$ cat src/rtl/flash_dspi_pkg.sv
// Shared definitions for the dual-IO SPI flash responder.
//   - command codes and the continuous-mode marker value
//   - FSM state encoding
//   - phase lengths in bus cycles, and a helper that turns a length
//     into the terminal count of the 5-bit phase-cycle counter
package flash_dspi_pkg;

   localparam logic [7:0] CMD_RD_DIO     = 8'hBB;
   localparam logic [7:0] CMD_MODE_RESET = 8'hFF;
   localparam logic [1:0] M_CONT         = 2'b10;

   localparam int CMD_LEN  = 8;
   localparam int ADDR_LEN = 12;
   localparam int MODE_LEN = 4;
   localparam int BYTE_LEN = 4;

   typedef enum logic [2:0] {
      ST_IDLE   = 3'd0,
      ST_CMD    = 3'd1,
      ST_ADDR   = 3'd2,
      ST_MODE   = 3'd3,
      ST_DATA   = 3'd4,
      ST_IGNORE = 3'd5
   } state_t;

   function automatic logic [4:0] last_cnt(input int len);
      return 5'(len - 1);
   endfunction

endpackage

$ cat src/rtl/flash_dspi_responder.sv
// Flash-side responder for the "fast read dual IO" (0xBB) command with
// continuous read mode. Streams bytes from an external synchronous memory
// with one cycle of read latency.
//
// Ports
//   clk        bus/SPI bit clock
//   resetn     asynchronous active-low reset
//   mspi_cs    chip select, active low, sampled on clk rising edge
//   io_in      {IO1, IO0} pin values
//   io_out     {IO1, IO0} drive values
//   io_oe      per-bit output enable (tri-state resolved outside)
//   mem_rd     one-cycle memory read strobe
//   mem_addr   byte address, valid while mem_rd is high
//   mem_data   read data, valid the cycle after mem_rd
//   cont_mode  continuous read mode flag
//   busy       transaction in progress
//
// state     | meaning
// ----------+--------------------------------------------------------
// ST_IDLE   | deselected; next selected edge starts CMD or ADDR
// ST_CMD    | receiving the 8-bit command on IO0
// ST_ADDR   | receiving 24 address bits, two per cycle
// ST_MODE   | receiving the 8 mode bits M[7:0]
// ST_DATA   | driving read data, two bits per cycle, unbounded
// ST_IGNORE | unsupported command; silent until deselect
module flash_dspi_responder #(
   parameter logic [7:0] CMD_RD_DIO = flash_dspi_pkg::CMD_RD_DIO,
   parameter logic [1:0] M_CONT     = flash_dspi_pkg::M_CONT
) (
   input  logic        clk,
   input  logic        resetn,
   input  logic        mspi_cs,
   input  logic [1:0]  io_in,
   output logic [1:0]  io_out,
   output logic [1:0]  io_oe,
   output logic        mem_rd,
   output logic [23:0] mem_addr,
   input  logic [7:0]  mem_data,
   output logic        cont_mode,
   output logic        busy
);

   import flash_dspi_pkg::*;

   state_t      state_q, state_d;
   logic [4:0]  cnt_q, cnt_d;

   // The IDLE edge already carries bus cycle 0, so it is processed as the
   // first cycle of whichever phase the transaction opens with.
   state_t      phase;
   logic [4:0]  phase_cnt;
   logic        phase_last;

   logic [21:0] in_sr_q;
   logic [23:0] in_next;
   logic [7:0]  dsr_q;
   logic [7:0]  pre_byte_q;
   logic        rd_pend_q;
   logic [1:0]  io_out_q;
   logic [1:0]  io_oe_q;
   logic        mem_rd_q;
   logic [23:0] mem_addr_q;
   logic        cont_mode_q;

   always_comb begin
      phase     = state_q;
      phase_cnt = cnt_q;
      if (state_q == ST_IDLE) begin
         phase     = cont_mode_q ? ST_ADDR : ST_CMD;
         phase_cnt = '0;
      end

      case (phase)
         ST_CMD:  phase_last = (phase_cnt == last_cnt(CMD_LEN));
         ST_ADDR: phase_last = (phase_cnt == last_cnt(ADDR_LEN));
         ST_MODE: phase_last = (phase_cnt == last_cnt(MODE_LEN));
         ST_DATA: phase_last = (phase_cnt == last_cnt(BYTE_LEN));
         default: phase_last = 1'b0;
      endcase

      // Command bits arrive one per cycle on IO0, everything else two per cycle.
      if (phase == ST_CMD) begin
         in_next = {16'h0000, in_sr_q[6:0], io_in[0]};
      end else begin
         in_next = {in_sr_q, io_in};
      end
   end

   // State register
   always_ff @(posedge clk or negedge resetn) begin
      if (!resetn) begin
         state_q <= ST_IDLE;
         cnt_q   <= '0;
      end else begin
         state_q <= state_d;
         cnt_q   <= cnt_d;
      end
   end

   // Next-state logic
   always_comb begin
      state_d = state_q;
      cnt_d   = cnt_q;
      if (mspi_cs) begin
         state_d = ST_IDLE;
         cnt_d   = '0;
      end else begin
         state_d = phase;
         cnt_d   = phase_cnt + 5'd1;
         case (phase)
            ST_CMD: begin
               if (phase_last) begin
                  cnt_d   = '0;
                  state_d = (in_next[7:0] == CMD_RD_DIO) ? ST_ADDR : ST_IGNORE;
               end
            end
            ST_ADDR: begin
               if (phase_last) begin
                  cnt_d   = '0;
                  state_d = ST_MODE;
               end
            end
            ST_MODE: begin
               if (phase_last) begin
                  cnt_d   = '0;
                  state_d = ST_DATA;
               end
            end
            ST_DATA: begin
               if (phase_last) begin
                  cnt_d = '0;
               end
            end
            ST_IGNORE: cnt_d = '0;
            default: begin
               state_d = ST_IDLE;
               cnt_d   = '0;
            end
         endcase
      end
   end

   // Datapath and registered pin/memory outputs
   always_ff @(posedge clk or negedge resetn) begin
      if (!resetn) begin
         in_sr_q     <= '0;
         dsr_q       <= '0;
         pre_byte_q  <= '0;
         rd_pend_q   <= 1'b0;
         io_out_q    <= '0;
         io_oe_q     <= '0;
         mem_rd_q    <= 1'b0;
         mem_addr_q  <= '0;
         cont_mode_q <= 1'b0;
      end else begin
         mem_rd_q  <= 1'b0;
         rd_pend_q <= mem_rd_q;
         if (rd_pend_q) begin
            pre_byte_q <= mem_data;
         end

         if (mspi_cs) begin
            io_oe_q   <= '0;
            io_out_q  <= '0;
            rd_pend_q <= 1'b0;
            // Only a completed MODE phase may keep continuous mode alive;
            // this is what makes the all-ones mode reset work.
            if (state_q != ST_IDLE && state_q != ST_DATA) begin
               cont_mode_q <= 1'b0;
            end
         end else begin
            if (phase != ST_DATA) begin
               in_sr_q <= in_next[21:0];
            end
            case (phase)
               ST_ADDR: begin
                  io_oe_q  <= '0;
                  io_out_q <= '0;
                  if (phase_last) begin
                     mem_rd_q   <= 1'b1;
                     mem_addr_q <= in_next;
                  end
               end
               ST_MODE: begin
                  if (phase_last) begin
                     cont_mode_q <= (in_next[5:4] == M_CONT);
                     io_oe_q     <= 2'b11;
                     io_out_q    <= pre_byte_q[7:6];
                     dsr_q       <= {pre_byte_q[5:0], 2'b00};
                     mem_rd_q    <= 1'b1;
                     mem_addr_q  <= mem_addr_q + 24'd1;
                  end
               end
               ST_DATA: begin
                  io_oe_q <= 2'b11;
                  if (phase_last) begin
                     io_out_q   <= pre_byte_q[7:6];
                     dsr_q      <= {pre_byte_q[5:0], 2'b00};
                     mem_rd_q   <= 1'b1;
                     mem_addr_q <= mem_addr_q + 24'd1;
                  end else begin
                     io_out_q <= dsr_q[7:6];
                     dsr_q    <= {dsr_q[5:0], 2'b00};
                  end
               end
               default: begin
                  io_oe_q  <= '0;
                  io_out_q <= '0;
               end
            endcase
         end
      end
   end

   // Output logic
   always_comb begin
      busy      = (state_q != ST_IDLE);
      io_out    = io_out_q;
      io_oe     = io_oe_q;
      mem_rd    = mem_rd_q;
      mem_addr  = mem_addr_q;
      cont_mode = cont_mode_q;
   end

endmodule

$ cat config.mk
export PLATFORM = sky130hd
export DESIGN_NAME = flash_dspi_responder
export DESIGN_NICKNAME = d
export VERILOG_FILES = /design/src/rtl/flash_dspi_pkg.sv /design/src/rtl/flash_dspi_responder.sv
export SDC_FILE = /design/constraint.sdc
export NUM_CORES = 1
export LEC_CHECK = 0
export CORE_ASPECT_RATIO = 1.5
export CORE_MARGIN = 5
export CORE_UTILIZATION = 45
export CTS_CLUSTER_DIAMETER = 120
export DETAILED_ROUTE_END_ITERATION = 12
export PLACE_DENSITY = 0.66
export SLEW_MARGIN = 30
export SYNTH_ARGS = -nofsm -noshare
export SYNTH_HDL_FRONTEND = slang
export SYNTH_SLANG_ARGS = --single-unit
$ cat constraint.sdc
create_clock -name clk -period 6.1 [get_ports clk]
set_input_delay 1.525 -clock clk [delete_from_list [all_inputs] [get_ports clk]]
set_output_delay 1.525 -clock clk [all_outputs]
set_load 0.02 [all_outputs]
==> results.yml <==
floorplanning:
  rows: 42
  die_x_um: 86.6
  coreArea_um2: 8720
  pin_count: 44
  die-area_um2: 10800
  fp.dieH_um: 125
  start_util_pct: 45.4
grt:
  grt_usage_pct: 18.4
  first_global_vias: 3268
  grt_pass1_wl_mm: 15.9
  grt_max_degree: 75
  grt_overflow: 0
  antenna_found_initial: 0
synth:
  async_flop_share_pct: 100
  yosysMostFrequentCell: "dfrtp_1"
  yosysWarningCount: 0
  synth_area_um2: 3960
  syn_inst: 418
  synth_edf_count: 0
  ys.flop_type: "dfrtp_1"
  synth_top_area_cell: "dfrtp_1"
  synth.top_cells.by_count: "dfrtp_1, nand2_1, a21oi_1"
  avgSynthCellArea_um2: 9.48
  synth_top_cell_area_share_pct: 46.7
  synth_cell_types: 61
  ys_ff_latch: 74
  yosysSeqAreaShare_pct: 46.7
  synth_nets: 433
  synth_area_leaders: "dfrtp_1, nand2_1, a21oi_1"
clock_network:
  cts_made_buffers: 9
  htree_num_levels: 3
  cts_tree: "yes"
  cts.hold.buffers_added: 0
  postCtsResizedCells: 0
  path_clk_slew_ns: 0.06
  cts.sinks: 74
  insertion_delay_ns: 0.34
  ctsLongestPathBuffers: 2
  cts_setup_buffers: 0
  cts-root-buf: "clkbuf_16"
finish:
  postLayoutCellArea_um2: 4700
  nNetsFinal: 457
  n_antenna_cell: 0
  post_route_cells_drive_above_1_share_pct: 9.40
  area_growth_syn_to_layout_pct: 18.7
  final_cells: 557
run:
  cap_violations: 0
drt:
  drt_iter0_markers: 134
  vias: 3244
  via_per_inst: 5.82
  wl_per_cell_um: 16.8
  wl_mm: 9.35
  drc: 0
  ant_nets: 0
  drtPass1Iterations: 4
worst_setup_path:
  path_max_fanout: 31
  cp_cell_sequence: "clkdlybuf4s50_1 -> or4_4 -> inv_2 -> mux2i_1 -> nand3_1"
  crit_buf_inv: 2
  slowest_delay_ns: 0.85
  cpLargestDelayFamily: "buffers and inverters"
  endpoint_kind: "register"
  crit_arrival_ns: 3.78
  critPathRequiredTime_ns: 6.31
  critPathKind: "input port to register"
  cp-start-kind: "input port"
  slowest_stage: "or4_4"
power:
  power.leakage_nw: 2.01
  ir_worst_vdd_mv: 0.148
  seq_power_share_pct: 44.9
  p_comb_share_pct: 7.6
  p_sw_share_pct: 23.6
  p_sw_mw: 0.283
  intPower_mw: 0.915
  pwr-share-clk_pct: 47.5
  cellPowerDensity_nw_per_um2: 255
outcome:
  status: "finished clean"
sta:
  drv_slew: 0
  skew_ns: 0.00572
  rsz0062_at_grt: "false"
  post-route-period-util_pct: 58.5
  setup_ws_ns: 2.53
  fin_crit_ns: 3.57
  slew-limit-headroom_pct: 40.8
  final.setup.tns_ns: 0
  worst_pin_slew_ns: 0.886
  finalSetupViolations: 0
  final_hold_viol_count: 0
  fmaxAchievable_ghz: 0.280
placed_design:
  dpl-instance-area_um2: 4380
  dp_hpwl_mm: 6.33
  place_inst: 541
  port_buffers: 43
  place.gp.congestion: 0.842
  pre_cts_ws_ns: 2.20
hold_path:
  min-delay-path-class: "register to register"
==> metrics by stage <==
| step | util, % | hold slack (ns) | power, mW |
|---|---|---|---|
| 2_1_floorplan | - | 0.450 | 0.591 |
| 3_3_place_gp | 50.2 | 0.470 | 0.636 |
| 3_5_place_dp | 50.2 | 0.481 | 0.639 |
| 4_1_cts | 53.9 | 0.494 | 1.21 |
| 5_1_grt | 53.9 | 0.525 | 1.24 |
| 6_report | 53.9 | 0.496 | 1.20 |
==> cell type report <==
class,instances,area (um2)
repair buffers,45,447
inverters,11,41.3
fillers,812,4020
well taps,110,138
clock buffers,9,225
flip-flops and latches,74,1850
clock inverters,7,92.6
multi-input cells,301,1910
==> power groups by stage <==
stage | logic (mW) | registers, mW | clock network (mW)
floorplan | 0.0417 | 0.549 | 0
global placement | 0.0906 | 0.546 | 0
detailed placement | 0.0923 | 0.546 | 0
CTS | 0.0928 | 0.538 | 0.579
global route | 0.103 | 0.542 | 0.600
finish | 0.0915 | 0.538 | 0.568
==> flip-flops by register name (all words and copies together), names as in the netlist <==
signal	cells
state_q	3
cont_mode	1
io_oe	1
mem_addr	24
in_sr_q	22
pre_byte_q	8
mem_rd	1
io_out	2
dsr_q	6
cnt_q	5
rd_pend_q	1
==> worst paths after layout <==
path	slack, ns	end	startpoint	cells after the start
max	2.53	mem_addr[21]	mspi_cs	5
min	0.50	in_sr_q[9]	in_sr_q[9]	2
max reg2reg	2.99	mem_addr[21]	state_q[2]	8
min reg2reg	0.50	in_sr_q[9]	in_sr_q[9]	2
max in group asynchronous	4.41	in_sr_q[4]	resetn	1
min in group asynchronous	1.19	cnt_q[4]	resetn	1
==> tightest hold or removal path, stage by stage, from the launching register on <==
cell     delay (ns)
dfrtp_1        0.35
nand2_1        0.05
o21ai_0        0.06
==> placed cells by master, fill, tap and decap left out, types with 3 or more instances in the layout <==
master           instances
dfrtp_1                 74
nand2_1                 48
clkdlybuf4s50_1         42
a21oi_1                 32
o21ai_0                 30
nor2_1                  26
nand3_1                 15
mux2_2                  13
mux2i_1                 12
inv_1                   10
nor3_1                   9
a22o_1                   9
clkbuf_16                9
o22a_1                   8
a211oi_1                 6
and3_1                   6
and2_1                   5
a31oi_1                  5
and4_1                   5
or3_1                    4
o31a_1                   4
a21o_1                   3
nor2b_1                  3
a311oi_1                 3
a22oi_1                  3
o211ai_1                 3
nand4_1                  3
o22ai_1                  3
clkinv_2                 3
==> routing by layer <==
metal	wire length, um	global-route usage [%]	vias up	part of all wire [%]
li1	-	-	1582	-
met1	4150	24.3	1563	44
met2	4560	28.6	79	49
met3	375	3.77	20	4.0
met4	269	8.81	0	2.9
met5	0	0	-	0
==> logic make-up after synthesis <==
family                   count (synthesis)  synth area share [%]
AND/OR/NAND/NOR                        141                  18.3
AO/OA/AOI/OAI                          129                  21.5
flip-flops                              74                  46.7
buffers and inverters                   43                  5.15
multiplexers                            25                  6.73
adder cells (fa/ha/maj)                  4                  1.14
XOR/XNOR                                 2                 0.442
Power figures use the tool's default switching activity.
